`src/rtl/pc_redirect_unit_if.sv`:
```
// Redirect request and fetch-side status bundle for pc_redirect_unit.
// master: the side that issues stall/ready/redirect and observes the PC.
// slave : the PC redirect unit itself.
interface pc_redirect_unit_if #(
  parameter int unsigned CNT_WIDTH = 16
);
  logic                 stall;
  logic                 imem_ready;
  logic                 redirect_valid;
  logic [31:0]          redirect_target;
  logic [31:0]          pc_out;
  logic [31:0]          pc_plus4;
  logic                 if_valid;
  logic                 flush_ifid;
  logic                 flush_idex;
  logic                 misalign_fault;
  logic                 pending;
  logic [CNT_WIDTH-1:0] redirect_count;

  modport master (
    output stall, imem_ready, redirect_valid, redirect_target,
    input  pc_out, pc_plus4, if_valid, flush_ifid, flush_idex,
           misalign_fault, pending, redirect_count
  );

  modport slave (
    input  stall, imem_ready, redirect_valid, redirect_target,
    output pc_out, pc_plus4, if_valid, flush_ifid, flush_idex,
           misalign_fault, pending, redirect_count
  );
endinterface

```
`src/rtl/pc_redirect_unit.sv`:
```
// Program counter owner for the fetch stage. Advances by 4, applies
// branch/jump redirects, buffers a redirect that arrives while fetch is
// frozen, emits one-cycle flush pulses and traps misaligned targets in a
// sticky fault state.
module pc_redirect_unit #(
  parameter logic [31:0]  RESET_VECTOR = 32'h0000_0000,
  parameter int unsigned  CNT_WIDTH    = 16
) (
  input  logic               clk,
  input  logic               rst_n,
  pc_redirect_unit_if.slave  bus
);

  typedef enum logic [1:0] {
    RUN   = 2'd0,
    HOLD  = 2'd1,
    FAULT = 2'd2
  } state_t;

  state_t               state_q, state_d;
  logic [31:0]          pc_q, pc_d;
  logic [31:0]          pend_q, pend_d;
  logic                 flush_q, flush_d;
  logic                 if_valid_q;
  logic                 apply;
  logic [CNT_WIDTH-1:0] cnt_q, cnt_d;
  logic                 adv;

  assign adv = !bus.stall && bus.imem_ready;

  // Next-state, next-PC and redirect application
  always_comb begin
    state_d = state_q;
    pc_d    = pc_q;
    pend_d  = pend_q;
    flush_d = 1'b0;
    apply   = 1'b0;
    unique case (state_q)
      RUN: begin
        if (bus.redirect_valid) begin
          // Alignment trap wins over advancing
          if (bus.redirect_target[1:0] != 2'b00) begin
            state_d = FAULT;
          end else if (adv) begin
            pc_d    = bus.redirect_target;
            flush_d = 1'b1;
            apply   = 1'b1;
          end else begin
            pend_d  = bus.redirect_target;
            state_d = HOLD;
          end
        end else if (adv) begin
          pc_d = pc_q + 32'd4;
        end
      end
      HOLD: begin
        // New redirects belong to younger instructions and are dropped
        if (adv) begin
          pc_d    = pend_q;
          pend_d  = '0;
          flush_d = 1'b1;
          apply   = 1'b1;
          state_d = RUN;
        end
      end
      FAULT: begin
        state_d = FAULT;
      end
      default: begin
        state_d = FAULT;
      end
    endcase
    cnt_d = cnt_q;
    if (apply && (cnt_q != '1)) begin
      cnt_d = cnt_q + 1'b1;
    end
  end

  // State and datapath registers
  always_ff @(posedge clk or negedge rst_n) begin
    if (!rst_n) begin
      state_q    <= RUN;
      pc_q       <= RESET_VECTOR;
      pend_q     <= '0;
      flush_q    <= 1'b0;
      cnt_q      <= '0;
      if_valid_q <= 1'b0;
    end else begin
      state_q    <= state_d;
      pc_q       <= pc_d;
      pend_q     <= pend_d;
      flush_q    <= flush_d;
      cnt_q      <= cnt_d;
      if_valid_q <= (state_d != FAULT);
    end
  end

  assign bus.pc_out         = pc_q;
  assign bus.pc_plus4       = pc_q + 32'd4;
  assign bus.if_valid       = if_valid_q;
  assign bus.flush_ifid     = flush_q;
  assign bus.flush_idex     = flush_q;
  assign bus.misalign_fault = (state_q == FAULT);
  assign bus.pending        = (state_q == HOLD);
  assign bus.redirect_count = cnt_q;

endmodule

```
`src/flat_wrapper.sv`:
```
// flat-port wrapper written by rule: the top's interface ports become plain ports
module pc_redirect_unit_flat 
#(
  parameter logic [31:0]  RESET_VECTOR = 32'h0000_0000,
  parameter int unsigned  CNT_WIDTH    = 16
)
  (clk, rst_n, bus_stall, bus_imem_ready, bus_redirect_valid, bus_redirect_target, bus_pc_out, bus_pc_plus4, bus_if_valid, bus_flush_ifid, bus_flush_idex, bus_misalign_fault, bus_pending, bus_redirect_count);
  pc_redirect_unit_if #(.CNT_WIDTH(CNT_WIDTH)) bus_i ();
  input  logic clk;
  input  logic rst_n;
  input wire logic [$bits(bus_i.stall)-1:0] bus_stall;
  input wire logic [$bits(bus_i.imem_ready)-1:0] bus_imem_ready;
  input wire logic [$bits(bus_i.redirect_valid)-1:0] bus_redirect_valid;
  input wire logic [$bits(bus_i.redirect_target)-1:0] bus_redirect_target;
  output wire logic [$bits(bus_i.pc_out)-1:0] bus_pc_out;
  output wire logic [$bits(bus_i.pc_plus4)-1:0] bus_pc_plus4;
  output wire logic [$bits(bus_i.if_valid)-1:0] bus_if_valid;
  output wire logic [$bits(bus_i.flush_ifid)-1:0] bus_flush_ifid;
  output wire logic [$bits(bus_i.flush_idex)-1:0] bus_flush_idex;
  output wire logic [$bits(bus_i.misalign_fault)-1:0] bus_misalign_fault;
  output wire logic [$bits(bus_i.pending)-1:0] bus_pending;
  output wire logic [$bits(bus_i.redirect_count)-1:0] bus_redirect_count;
  assign bus_i.stall = bus_stall;
  assign bus_i.imem_ready = bus_imem_ready;
  assign bus_i.redirect_valid = bus_redirect_valid;
  assign bus_i.redirect_target = bus_redirect_target;
  assign bus_pc_out = bus_i.pc_out;
  assign bus_pc_plus4 = bus_i.pc_plus4;
  assign bus_if_valid = bus_i.if_valid;
  assign bus_flush_ifid = bus_i.flush_ifid;
  assign bus_flush_idex = bus_i.flush_idex;
  assign bus_misalign_fault = bus_i.misalign_fault;
  assign bus_pending = bus_i.pending;
  assign bus_redirect_count = bus_i.redirect_count;
  pc_redirect_unit #(.RESET_VECTOR(RESET_VECTOR), .CNT_WIDTH(CNT_WIDTH)) u_core (.clk(clk), .rst_n(rst_n), .bus(bus_i));
endmodule
```
`config.mk`:
```
export PLATFORM = sky130hd
export DESIGN_NAME = pc_redirect_unit_flat
export DESIGN_NICKNAME = d
export VERILOG_FILES = /design/src/rtl/pc_redirect_unit_if.sv /design/src/rtl/pc_redirect_unit.sv /design/src/flat_wrapper.sv
export SDC_FILE = /design/constraint.sdc
export NUM_CORES = 1
export LEC_CHECK = 0
export CAP_MARGIN = 20
export CORE_MARGIN = 4
export CORE_UTILIZATION = 25
export DETAILED_ROUTE_END_ITERATION = 6
export DONT_BUFFER_PORTS = 1
export SYNTH_ARGS = -nofsm -noshare
export SYNTH_HDL_FRONTEND = slang
export SYNTH_SLANG_ARGS = --single-unit
```
`constraint.sdc`:
```
create_clock -name clk -period 6 [get_ports clk]
set_clock_uncertainty 0.05 [all_clocks]
set_input_delay 1.2 -clock clk [delete_from_list [all_inputs] [get_ports clk]]
set_output_delay 1.2 -clock clk [all_outputs]
set_load 0.01 [all_outputs]
```
======== Yosys cells after proc, flatten, opt, wreduce, memory -nomap -nowiden ========
Cells that the tools add are included.
storage, ports and cells
  bits in registers ....................... 84
  bits of input ports ..................... 37
  word-level logic and storage cells ...... 47
operators by class
  muxes and demuxes ....................... 20
  reduce and logical (&&, ||, !) cells .... 8
  $add $sub $neg .......................... 2
  eq/ne operators ......................... 11
operators by type and width
  operator                 count
  $mux W32                 9
  $pmux W32 S2             2
  $add A32 B3 Y32 const B  1
  $add A16 B1 Y16 const B  1
  $ne A16 B16 Y1 const B   1
  $reduce_and A5 Y1        2
  $mux W2                  4
  $ne A2 B2 Y1 const B     4
  $pmux W2 S2              1
  $reduce_bool A2 Y1       2
  $mux W1                  3
  $ne A3 B1 Y1 const B     1
  $ne A3 B2 Y1 const B     1
  $ne A3 B3 Y1 const B     1
  $eq A2 B1 Y1 const B     1
  $eq A2 B2 Y1 const B     1
  $logic_and A1 B1 Y1      2
  $logic_not A2 Y1         1
  $ne A2 B1 Y1 const B     1
  $pmux W1 S2              1
  $logic_not A1 Y1         1

======== Depth between registers and ports, before layout ========
Gate-level depths: netlist of run 1.
  depth in word-level cells ............... 7
  depth in mapped cells ................... 9

======== Worst setup path before layout of run 1 ========
OpenSTA, ideal clock, no wires.
  path kind ............................... reg2out
  start point ............................. register u_core.pc_q[2] (netlist: u_core.bus.pc_out[2])
  end point ............................... output bus_pc_plus4[14]
  cell stages (with the launch flop) ...... 7
  setup slack ............................. 2.998 ns
  arrival ................................. 1.752 ns
  buffers on the path ..................... 1
  cells stage by stage .................... dfrtp_1 > ha_1 > and4_1 > clkbuf_1 > and2_0 > and4_1 > xor2_1
on the way
  cells in the longest elaborated chain, start to end .. 1
RTL lines
  what                    line                    source
  from (decl)             pc_redirect_unit.sv:21  logic [31:0] pc_q, pc_d;
  from (signal assigned)  pc_redirect_unit.sv:90  pc_q <= pc_d;
  $add A32 B3 Y32         pc_redirect_unit.sv:99  assign bus.pc_plus4 = pc_q + 32'd4;
  to (decl)               flat_wrapper.sv:16      output wire logic [$bits(bus_i.pc_plus4)-1:0] bus_pc_plus4;
Every way passes these cells.

======== Worst setup path in the final report of run 1 ========
Ends and elaborated chain as after synthesis.

==> impl_results.md, run 1 <==
* Fmax at between 0.2 and 0.3 GHz
* RSZ-0062 raised after global routing: false
* GRT Total Usage at 0.1407
* Cell at the root of the clock tree: clkbuf_16
* Synth Flop Type: dfrtp_1
* Final hold viol count at 0
* 1st-pass router iterations at 5
* Post-DR wirelength/cell at approximately 21 um
* Async SR Flop Fraction at 1.000
* R2r startpoint: u_core.bus.pc_out[2]$_DFFE_PN0P_
* Die Ht at 145.0 um
* CP required at 4.75 ns
* #FFs+latches synth at between 80 and 90
* Setup CP Type: reg2out
* Largest net degree at the start of global routing at 85
* Final setup margin at roughly 2.3 ns
* Rows at 49
* CTS Hold Bufs at 0
* Multi-input gate area at ~2400 um2
* Core ar. at about 18000 um2
* Synthesized area at about 4700 um2
* DRC violations left at 0
* IO Count at 122
* CP max FO at 8
* TritonCTS buffer count at 9
* Relative slew slack at 0.3846
* HP Start: u_core.pend_q[18]$_DFFE_PN0P_
* Syn_nets at 548
* Starting Density at 0.2575
* Fillers at around 1900
* Sequential cell area at roughly 2100 um2
* Antenna Nets Post-Route at 0
* Fraction of layout cells with a size suffix above 1 at 0.06869
* Buf/Inv on CP at 0
* CTS clk-pin slew, worst paths at 0.06 ns
* Worst setup path startpoint: u_core.bus.pc_out[2]$_DFFE_PN0P_
* Setup TNS at 0 ns
* Commonest non-fill, non-tap cell in the layout: dfrtp_1
* # nets final at approximately 530
* Synth Area per Inst at 9.213 um2
* Vias in the first global route at 3749
* Clock Sink Count at 84
* Die area at roughly 21000 um2
* TritonCTS clock tree: built
* First-pass GRT wire length at 23160 um
* Gpl congestion at 0.7527
* Post-CTS Repair Setup Buffers at 0
* Worst-margin pin slew at slightly above 0.9 ns
* Yosys warnings at 0
* CP cell instances: ha_1 -> and4_1 -> and2_0 -> and4_1 -> xor2_1
* Setup violators final at 0
* Final min period at roughly 3.7 ns
* WP data arrival at roughly 2.4 ns
* Routed vias at between 3000 and 4000
* Iteration-0 DRC Markers at between 300 and 400
* H-tree levels at 3
* Vias per cell at 5.290
* Critical path's slowest cell: dfrtp_1
* Die Span X at between 100 and 150 um
* Slew Viols, Final at 0
* Antenna violations before repair at 0
* Pre-CTS setup slack at between 2 and 3 ns
* Worst Setup End Kind: output pin
* Number of enable flip-flop cells after synthesis at 0
* Yosys cell types at between 50 and 60
* Fin crit share at 0.6138
* VDD IR max at about 0.00013 V
* DP HPWL at between 10000 and 15000 um
* Clk_lat worst skew at about 0.34 ns
* Max incr delay on CP at 0.49 ns
* Final WL at ~15000 um
* CP Launch Type: flip-flop
* Pwr Density at around 270 nW/um2
* Status: complete, no violations
* Synthesized instance count at roughly 500
* ANT cells at 0
* Most frequent cells in the layout: dfrtp_1, nand2_1, o21ai_0
* LEAKAGE at between 0.002 and 0.0025 uW
* Max_cap viols at 0
* Clock Path Buffers at 2
* Crit path top cell by count: and4_1
* PostCTS Resize Cnt at 0
* Seq/Total Area, Yosys at 0.4482
* Area Growth Syn to Fin at 10.35%
* Number of port buffers at 0
* Min-delay worst type: reg2reg
* Total gr overflow at 0
* Crit path max-delay family: simple AND/OR/NAND/NOR gates
per-layer routing:
| layer | GRT usage | up-vias | routed length, um |
|---|---|---|---|
| met5 | 0 | - | 0 |
| met4 | 0.03135 | 0 | 164 |
| met3 | 0.05114 | 13 | 1329 |
| met2 | 0.2190 | 158 | 6752 |
| met1 | 0.1886 | 1860 | 6686 |
| li1 | - | 1799 | - |
final cells by class:
class | instances | share of cell area
Sequential cell | 84 | 0.4062
Inverter | 7 | 0.005077
Tap cell | 229 | 0.05537
Timing Repair Buffer | 3 | 0.004352
Clock buffer | 11 | 0.04884
Clock inverter | 5 | 0.01161
Multi-Input combinational cell | 385 | 0.4686
state kept, by name (all words and copies together) (netlist names):
signal                     flops
u_core.bus.pc_out             32
u_core.pend_q                 32
u_core.bus.redirect_count     16
u_core.state_q                 2
u_core.bus.flush_idex          1
u_core.bus.if_valid            1
cell families after synthesis:
kind of cell             Yosys count  share of synthesized area
AO/OA/AOI/OAI                    125                     0.1774
XOR/XNOR                          41                    0.07657
adder cells (fa/ha/maj)            2                   0.005335
buffers and inverters             40                    0.03869
flip-flops                        84                     0.4482
multiplexers                      10                    0.02188
AND/OR/NAND/NOR                  207                     0.2319
where the power goes:
| group | leakage, uW | total (uW) | internal (uW) | switching [uW] |
|---|---|---|---|---|
| clock network | 0.000152 | 583 | 346 | 237 |
| registers | 0.00112 | 690 | 612 | 78.8 |
| logic | 0.000998 | 123 | 54.5 | 68.6 |
worst paths after layout:
check / endpoint / slack [ns] / depth (start not counted)
max in group asynchronous: u_core.pend_q[25]$_DFFE_PN0P_ / 5.23 / 0
min in group asynchronous: u_core.bus.redirect_count[5]$_DFFE_PN0P_ / 0.50 / 0
worst min-delay path: u_core.pend_q[18]$_DFFE_PN0P_ / 0.43 / 2
worst min register to register: u_core.pend_q[18]$_DFFE_PN0P_ / 0.43 / 2
worst max register to register: u_core.bus.pc_out[20]$_DFFE_PN0P_ / 3.59 / 6
worst max-delay path: bus_pc_plus4[14] / 2.32 / 5
metrics by stage:
stage                     utilization  hold slack, ns  cell area [um2]  power (uW)  std cells
after detailed placement       0.2670          0.4161             4862       828.0        708
after floorplan                     -          0.3918             4690       784.8        509
after global placement         0.2670          0.4126             4862       824.7        708
final                          0.2842          0.4285             5175        1397        724
after global routing           0.2842          0.4552             5175        1464        724
after CTS                      0.2842          0.4306             5175        1420        724
synth_stat cells (all sizes together) (2+ instances only):
| cell type | instances | area share |
|---|---|---|
| a211o | 2 | 0.0037 |
| a211oi | 2 | 0.0032 |
| a21o | 4 | 0.0064 |
| a21oi | 26 | 0.028 |
| a221o | 8 | 0.017 |
| a221oi | 2 | 0.0037 |
| a22o | 17 | 0.032 |
| a22oi | 2 | 0.0032 |
| a31oi | 3 | 0.0040 |
| and2 | 6 | 0.0080 |
| and3 | 12 | 0.016 |
| and4 | 9 | 0.017 |
| buf | 10 | 0.015 |
| clkbuf | 23 | 0.018 |
| dfrtp | 84 | 0.45 |
| ha | 2 | 0.0053 |
| inv | 7 | 0.0056 |
| mux2 | 2 | 0.0048 |
| mux2i | 8 | 0.017 |
| nand2 | 82 | 0.066 |
| nand2b | 3 | 0.0040 |
| nand3 | 23 | 0.025 |
| nand4 | 16 | 0.025 |
| nor2 | 27 | 0.022 |
| nor2b | 3 | 0.0040 |
| nor3 | 8 | 0.0085 |
| nor3b | 4 | 0.0099 |
| nor4 | 5 | 0.014 |
| o211ai | 3 | 0.0048 |
| o21a | 2 | 0.0032 |
| o21ai | 39 | 0.042 |
| o22ai | 4 | 0.0053 |
| o31a | 2 | 0.0037 |
| or3 | 7 | 0.0093 |
| xnor2 | 24 | 0.045 |
| xor2 | 17 | 0.032 |
worst min-delay path: stages, from the launching register on:
cell and delay, ns:
dfrtp_1 0.33, nand2_1 0.04, o21ai_0 0.06
(Power assumes the default switching activity.)
==> run 2: changes to the inputs <==
Clock period 6 ns to 3.05 ns, I/O delays scaled along.
==> run 2 against run 1 <==
Effect of this change: first-iteration DRC count decreased by 20%; wire length increased by 2.7%; sequential share of layout area fell by 1.4 points; critical path type unchanged; critical path depth decreased by 1; die area stayed put; via count up 1.7%; final cell count is 2.9% higher; hold slack got worse by 0.33 ns.
==> impl_results.md, run 2 (synthesis gave the netlist of run 1 again) <==
* Status: complete, no violations (unchanged)
* Worst Setup End Kind: output pin (unchanged)
* Setup violators final at 0 (unchanged)
* DRC violations left at 0 (unchanged)
* Routed vias at 3897 (was 3830)
* # nets final at 550 (was 529)
* WP data arrival at 2.28 ns (was 2.43 ns)
* Commonest non-fill, non-tap cell in the layout: dfrtp_1 (unchanged)
* Antenna Nets Post-Route at 0 (unchanged)
* DP HPWL at 11050 um (was 10640 um)
* Iteration-0 DRC Markers at 260 (was 325)
* Largest net degree at the start of global routing at 85 (unchanged)
* Die Ht at 145.0 um (unchanged)
* Register-to-register setup slack at 0.75 ns (was 3.59 ns)
* Most frequent cells in the layout: dfrtp_1, nand2_1, o21ai_0 (unchanged)
* Core ar. at 18210 um2 (unchanged)
* Pwr Density at 527.2 nW/um2 (was 269.9 nW/um2)
* H-tree levels at 3 (unchanged)
* Max_cap viols at 0 (unchanged)
* Starting Density at 0.2575 (unchanged)
* Final WL at 15330 um (was 14930 um)
* Post-CTS Repair Setup Buffers at 0 (unchanged)
* RSZ-0062 raised after global routing: false (unchanged)
* Worst-margin pin slew at 0.7310 ns (was 0.9198 ns)
* Relative slew slack at 0.5126 (was 0.3846)
* Rows at 49 (unchanged)
* Final setup margin at 0.1143 ns (was 2.317 ns)
* Clk_lat worst skew at 0.35 ns (was 0.34 ns)
* Setup CP Type: reg2out (unchanged)
* Clock Sink Count at 84 (unchanged)
* Final hold viol count at 0 (unchanged)
* First-pass GRT wire length at 24360 um (was 23160 um)
* CP cell instances: nand4_1 -> or3_1 -> nor4_2 -> xor2_1 (was ha_1 -> and4_1 -> and2_0 -> and4_1 -> xor2_1)
* Fraction of layout cells with a size suffix above 1 at 0.1066 (was 0.06869)
* Vias in the first global route at 3967 (was 3749)
* Final min period at 2.936 ns
* Antenna violations before repair at 0 (unchanged)
* Area post-placement at 5004 um2 (was 4862 um2)
* CP max FO at 5 (was 8)
* TritonCTS clock tree: built (unchanged)
* Total gr overflow at 0 (unchanged)
* Setup TNS at 0 ns (unchanged)
* Die Span X at 145.0 um (unchanged)
* Min-delay worst type: in2async (was reg2reg)
* CP Launch Type: flip-flop (unchanged)
* Vias per cell at 5.231 (was 5.290)
* CTS clk-pin slew, worst paths at 0.07 ns (was 0.06 ns)
* Placed Instances at 728 (was 708)
* Area Growth Syn to Fin at 14.17% (was 10.35%)
* Non-Filler Instances at 745 (was 724)
* VDD IR max at 0.0002555 V (was 0.0001323 V)
* Pre-CTS setup slack at 0.4769 ns (was 2.646 ns)
* Max incr delay on CP at 0.49 ns (about the same)
* Die area at 21010 um2 (unchanged)
* Cell at the root of the clock tree: clkbuf_16 (unchanged)
* GRT Total Usage at 0.1483 (was 0.1407)
* LEAKAGE at 0.002394 uW (was 0.002272 uW)
* IO Count at 122 (unchanged)
* Fmax at between 0.3 and 0.4 GHz
* Post-DR wirelength/cell at 20.58 um (was 20.63 um)
* TritonCTS buffer count at 9 (unchanged)
* ANT cells at 0 (unchanged)
* Gpl congestion at 0.7784 (was 0.7527)
* CP required at 2.39 ns (was 4.75 ns)
* 1st-pass router iterations at 5 (unchanged)
* Number of port buffers at 0 (unchanged)
* Clock Path Buffers at 2 (unchanged)
* Slew Viols, Final at 0 (unchanged)
* Fin crit share at 0.9625
* Critical path's slowest cell: dfrtp_1 (unchanged)
* Post-layout instance area at 5354 um2 (was 5175 um2)
run 2: cell count changes in the layout (fill, tap and decap cells not counted), sizes merged:
cell    change
buf        +21
clkbuf      +2
clkinv      -2
run 2: per-layer routing:
layer	vias to the layer above	track usage	wire, um	part of all wire
li1	1839	-	-	-
met1	1893	0.1939	6597	0.43
met2	147	0.2315	7039	0.46
met3	18	0.05613	1518	0.099
met4	0	0.04038	174	0.011
met5	-	0	0	0
run 2: final timing paths:
check,from,endpoint,cells after the start
setup / recovery,u_core.bus.pc_out[10]$_DFFE_PN0P_,bus_pc_plus4[21],4
hold / removal,rst_n,u_core.bus.redirect_count[8]$_DFFE_PN0P_,1
setup reg to reg,u_core.state_q[1]$_DFF_PN0_,u_core.bus.pc_out[22]$_DFFE_PN0P_,4
hold reg to reg,u_core.pend_q[18]$_DFFE_PN0P_,u_core.pend_q[18]$_DFFE_PN0P_,2
max in group asynchronous,rst_n,u_core.pend_q[21]$_DFFE_PN0P_,1
min in group clk,bus_redirect_target[4],u_core.pend_q[4]$_DFFE_PN0P_,2
run 2: worst max-delay path: cells and delay by family (launching register included):
| kind | cells | cell delay, ns |
|---|---|---|
| xor+xnor | 1 | 0.34 |
| flops | 1 | 0.49 |
| simple gates | 3 | 1.10 |
run 2: through the flow:
stage	utilization	hold slack [ns]	total power [uW]
floorplan	-	0.2644	1544
global placement	0.2748	0.2670	1643
detailed placement	0.2748	0.2667	1647
CTS	0.2940	0.1305	2868
global route	0.2940	0.1496	2967
finish	0.2940	0.1023	2822
run 2: timing repair:
| action | in CTS | in global routing |
|---|---|---|
| gates resized for setup | 0 | 1 |
| hold endpoints to repair | 84 | 0 |
| endpoints found under the setup margin | 0 | 2 |
| hold buffers | 1 | 0 |
run 2: layout make-up:
class	count	area, um2
Clock inverter	3	42.54
Tap cell	229	286.5
Fill cell	1885	12850
Timing Repair Buffer	24	200.2
Inverter	7	26.28
Clock buffer	13	280.3
Sequential cell	84	2102
Multi-Input combinational cell	385	2416
run 2: where the power goes:
| part | internal, uW | total (uW) | switching (uW) |
|---|---|---|---|
| logic | 127 | 311 | 184 |
| registers | 1200 | 1330 | 128 |
| clock network | 723 | 1180 | 457 |
| total | 2050 | 2820 | 769 |
==> run 3: changes to the inputs <==
Clock period 3.05 ns to 3.38 ns, I/O delays scaled along.
==> run 3 against run 2 <==
Effect of this change: clock-buffer cell count grew 1; combinational power is 14% lower; hold slack better by 0.10 ns; non-clock buffer count fell by 10; flip-flop and latch count unchanged; critical path depth stayed put; final cell count shrank 1.5%; global-route usage fell by 0.32 points; setup slack better by 0.12 ns; register-to-register slack improved by 0.24 ns; critical path type unchanged; highest routed layer unchanged.
==> impl_results.md, run 3 (synthesis gave the netlist of run 1 again) <==
* Status: complete, no violations (unchanged)
* Die area at 21010 um2 (unchanged)
* Final hold viol count at 0 (unchanged)
* Comb pwr share at 0.110 (about the same)
* Iteration-0 DRC Markers at 183 (was 260)
* LEAKAGE at 0.002317 uW (was 0.002394 uW)
* Antenna violations before repair at 0 (unchanged)
* Worst hold slack at 0.2042 ns (was 0.1023 ns)
* DP HPWL at 10930 um (was 11050 um)
* Clock Sink Count at 84 (unchanged)
* Rows at 49 (unchanged)
* CTS clk-pin slew, worst paths at 0.06 ns (was 0.07 ns)
* RSZ-0062 raised after global routing: false (unchanged)
* Starting Density at 0.2575 (unchanged)
* Worst-margin pin slew at 0.7667 ns (was 0.7310 ns)
* DRC violations left at 0 (unchanged)
* TritonCTS buffer count at 9 (unchanged)
* PostCTS Resize Cnt at 0 (unchanged)
* Routed vias at 3804 (was 3897)
* Final min period at 3.142 ns
* TritonCTS clock tree: built (unchanged)
* Setup TNS at 0 ns (unchanged)
* Largest net degree at the start of global routing at 85 (unchanged)
* Pwr Density at 459.5 nW/um2 (was 527.2 nW/um2)
* Final WL at 15260 um (was 15330 um)
* ANT cells at 0 (unchanged)
* First-pass GRT wire length at 23810 um (was 24360 um)
* Vias in the first global route at 3826 (was 3967)
* VDD IR max at 0.0002366 V (was 0.0002555 V)
* Core ar. at 18210 um2 (unchanged)
* CP required at 2.65 ns (was 2.39 ns)
* Commonest non-fill, non-tap cell in the layout: dfrtp_1 (unchanged)
* Post-CTS Repair Setup Buffers at 0 (unchanged)
* Vias per cell at 5.183 (was 5.231)
* Total gr overflow at 0 (unchanged)
* Psw at 675.2 uW (was 768.7 uW)
* Max_cap viols at 0 (unchanged)
* Min-delay worst type: in2async (unchanged)
* Most frequent cells in the layout: dfrtp_1, nand2_1, o21ai_0 (unchanged)
* GRT Total Usage at 0.1451 (was 0.1483)
* Worst setup path startpoint: u_core.bus.pc_out[8]$_DFFE_PN0P_ (was u_core.bus.pc_out[10]$_DFFE_PN0P_)
* Number of port buffers at 0 (unchanged)
* Die Span X at 145.0 um (unchanged)
* Placed Instances at 717 (was 728)
* Cell at the root of the clock tree: clkbuf_16 (unchanged)
* Setup CP Type: reg2out (unchanged)
* Clock power frac at 0.386 (was 0.418)
* Fraction of layout cells with a size suffix above 1 at 0.08119 (was 0.1066)
* Slew Viols, Final at 0 (unchanged)
* Final setup margin at 0.2381 ns (was 0.1143 ns)
* Non-Filler Instances at 734 (was 745)
* Area Growth Syn to Fin at 11.63% (was 14.17%)
* Pre-CTS setup slack at 0.5759 ns (was 0.4769 ns)
* Worst Setup End Kind: output pin (unchanged)
* Relative slew slack at 0.4883 (was 0.5126)
* CP max FO at 9 (was 5)
* Sequential share of power at 0.503 (was 0.472)
* Pint at 1730 uW (was 2054 uW)
* Fin crit share at 0.9295
* Switching Fraction at 0.2807 (was 0.2724)
* WP data arrival at 2.42 ns (was 2.28 ns)
* Antenna Nets Post-Route at 0 (unchanged)
* Clk_lat worst skew at 0.34 ns (was 0.35 ns)
* IO Count at 122 (unchanged)
* Post-DR wirelength/cell at 20.78 um (was 20.58 um)
* Fmax at about 0.32 GHz
* H-tree levels at 3 (unchanged)
* Setup violators final at 0 (unchanged)
* Die Ht at 145.0 um (unchanged)
* CP Launch Type: flip-flop (unchanged)
* Gpl congestion at 0.7663 (was 0.7784)
* R2r startpoint: u_core.bus.pc_out[8]$_DFFE_PN0P_ (was u_core.state_q[1]$_DFF_PN0_)
* Clock Path Buffers at 2 (unchanged)
* # nets final at 540 (was 550)
* 1st-pass router iterations at 4 (was 5)
-- run 3: power by group through the flow --
stage	Sequential [uW]	Clock [uW]	Combinational, uW
4_1_cts	1210	961	273
2_1_floorplan	1200	0	192
3_3_place_gp	1230	0	245
3_5_place_dp	1230	0	246
5_1_grt	1230	1000	301
6_report	1210	929	266
-- run 3: final timing paths --
path	to	slack (ns)	depth (start not counted)
max in group asynchronous	u_core.pend_q[15]$_DFFE_PN0P_	2.73	1
min	u_core.bus.pc_out[3]$_DFFE_PN0P_	0.20	1
max	bus_pc_plus4[31]	0.24	4
max reg2reg	u_core.bus.pc_out[31]$_DFFE_PN0P_	0.99	5
min in group clk	u_core.pend_q[30]$_DFFE_PN0P_	0.40	2
min reg2reg	u_core.pend_q[18]$_DFFE_PN0P_	0.43	2
-- run 3: area by class of cell --
type / count / area, um2
multi-input combinational: 385 / 2416
fill: 1918 / 12970
clock inverter: 1 / 7.507
timing repair buffer: 14 / 132.6
clock buffer: 14 / 264.0
sequential: 84 / 2102
inverter: 7 / 26.28
tap: 229 / 286.5
-- run 3: worst max-delay path, cell delays in order, from the launching register on --
cell	delay, ns
dfrtp_1	0.50
nand4_1	0.29
nor4_4	0.59
nand4_1	0.32
xnor2_1	0.36
-- run 3: routing by layer --
| metal | GRT usage | share of wire | up-vias |
|---|---|---|---|
| met5 | 0 | 0 | - |
| met4 | 0.03278 | 0.012 | 0 |
| met3 | 0.06236 | 0.087 | 14 |
| met2 | 0.2289 | 0.46 | 121 |
| met1 | 0.1859 | 0.44 | 1850 |
| li1 | - | - | 1819 |
-- run 3: timing repair --
| action | 4_1_cts | 5_1_grt |
|---|---|---|
| hold endpoints to repair | 84 | 0 |
| endpoints found under the setup margin | 0 | 0 |
| hold buffers | 1 | 0 |
-- run 3: through the flow --
step	instance area [um2]	utilization	power, uW
after CTS	5220	0.2867	2446
after floorplan	4690	-	1393
final	5235	0.2875	2405
after global placement	4921	0.2703	1473
after detailed placement	4921	0.2703	1477
after global routing	5235	0.2875	2533
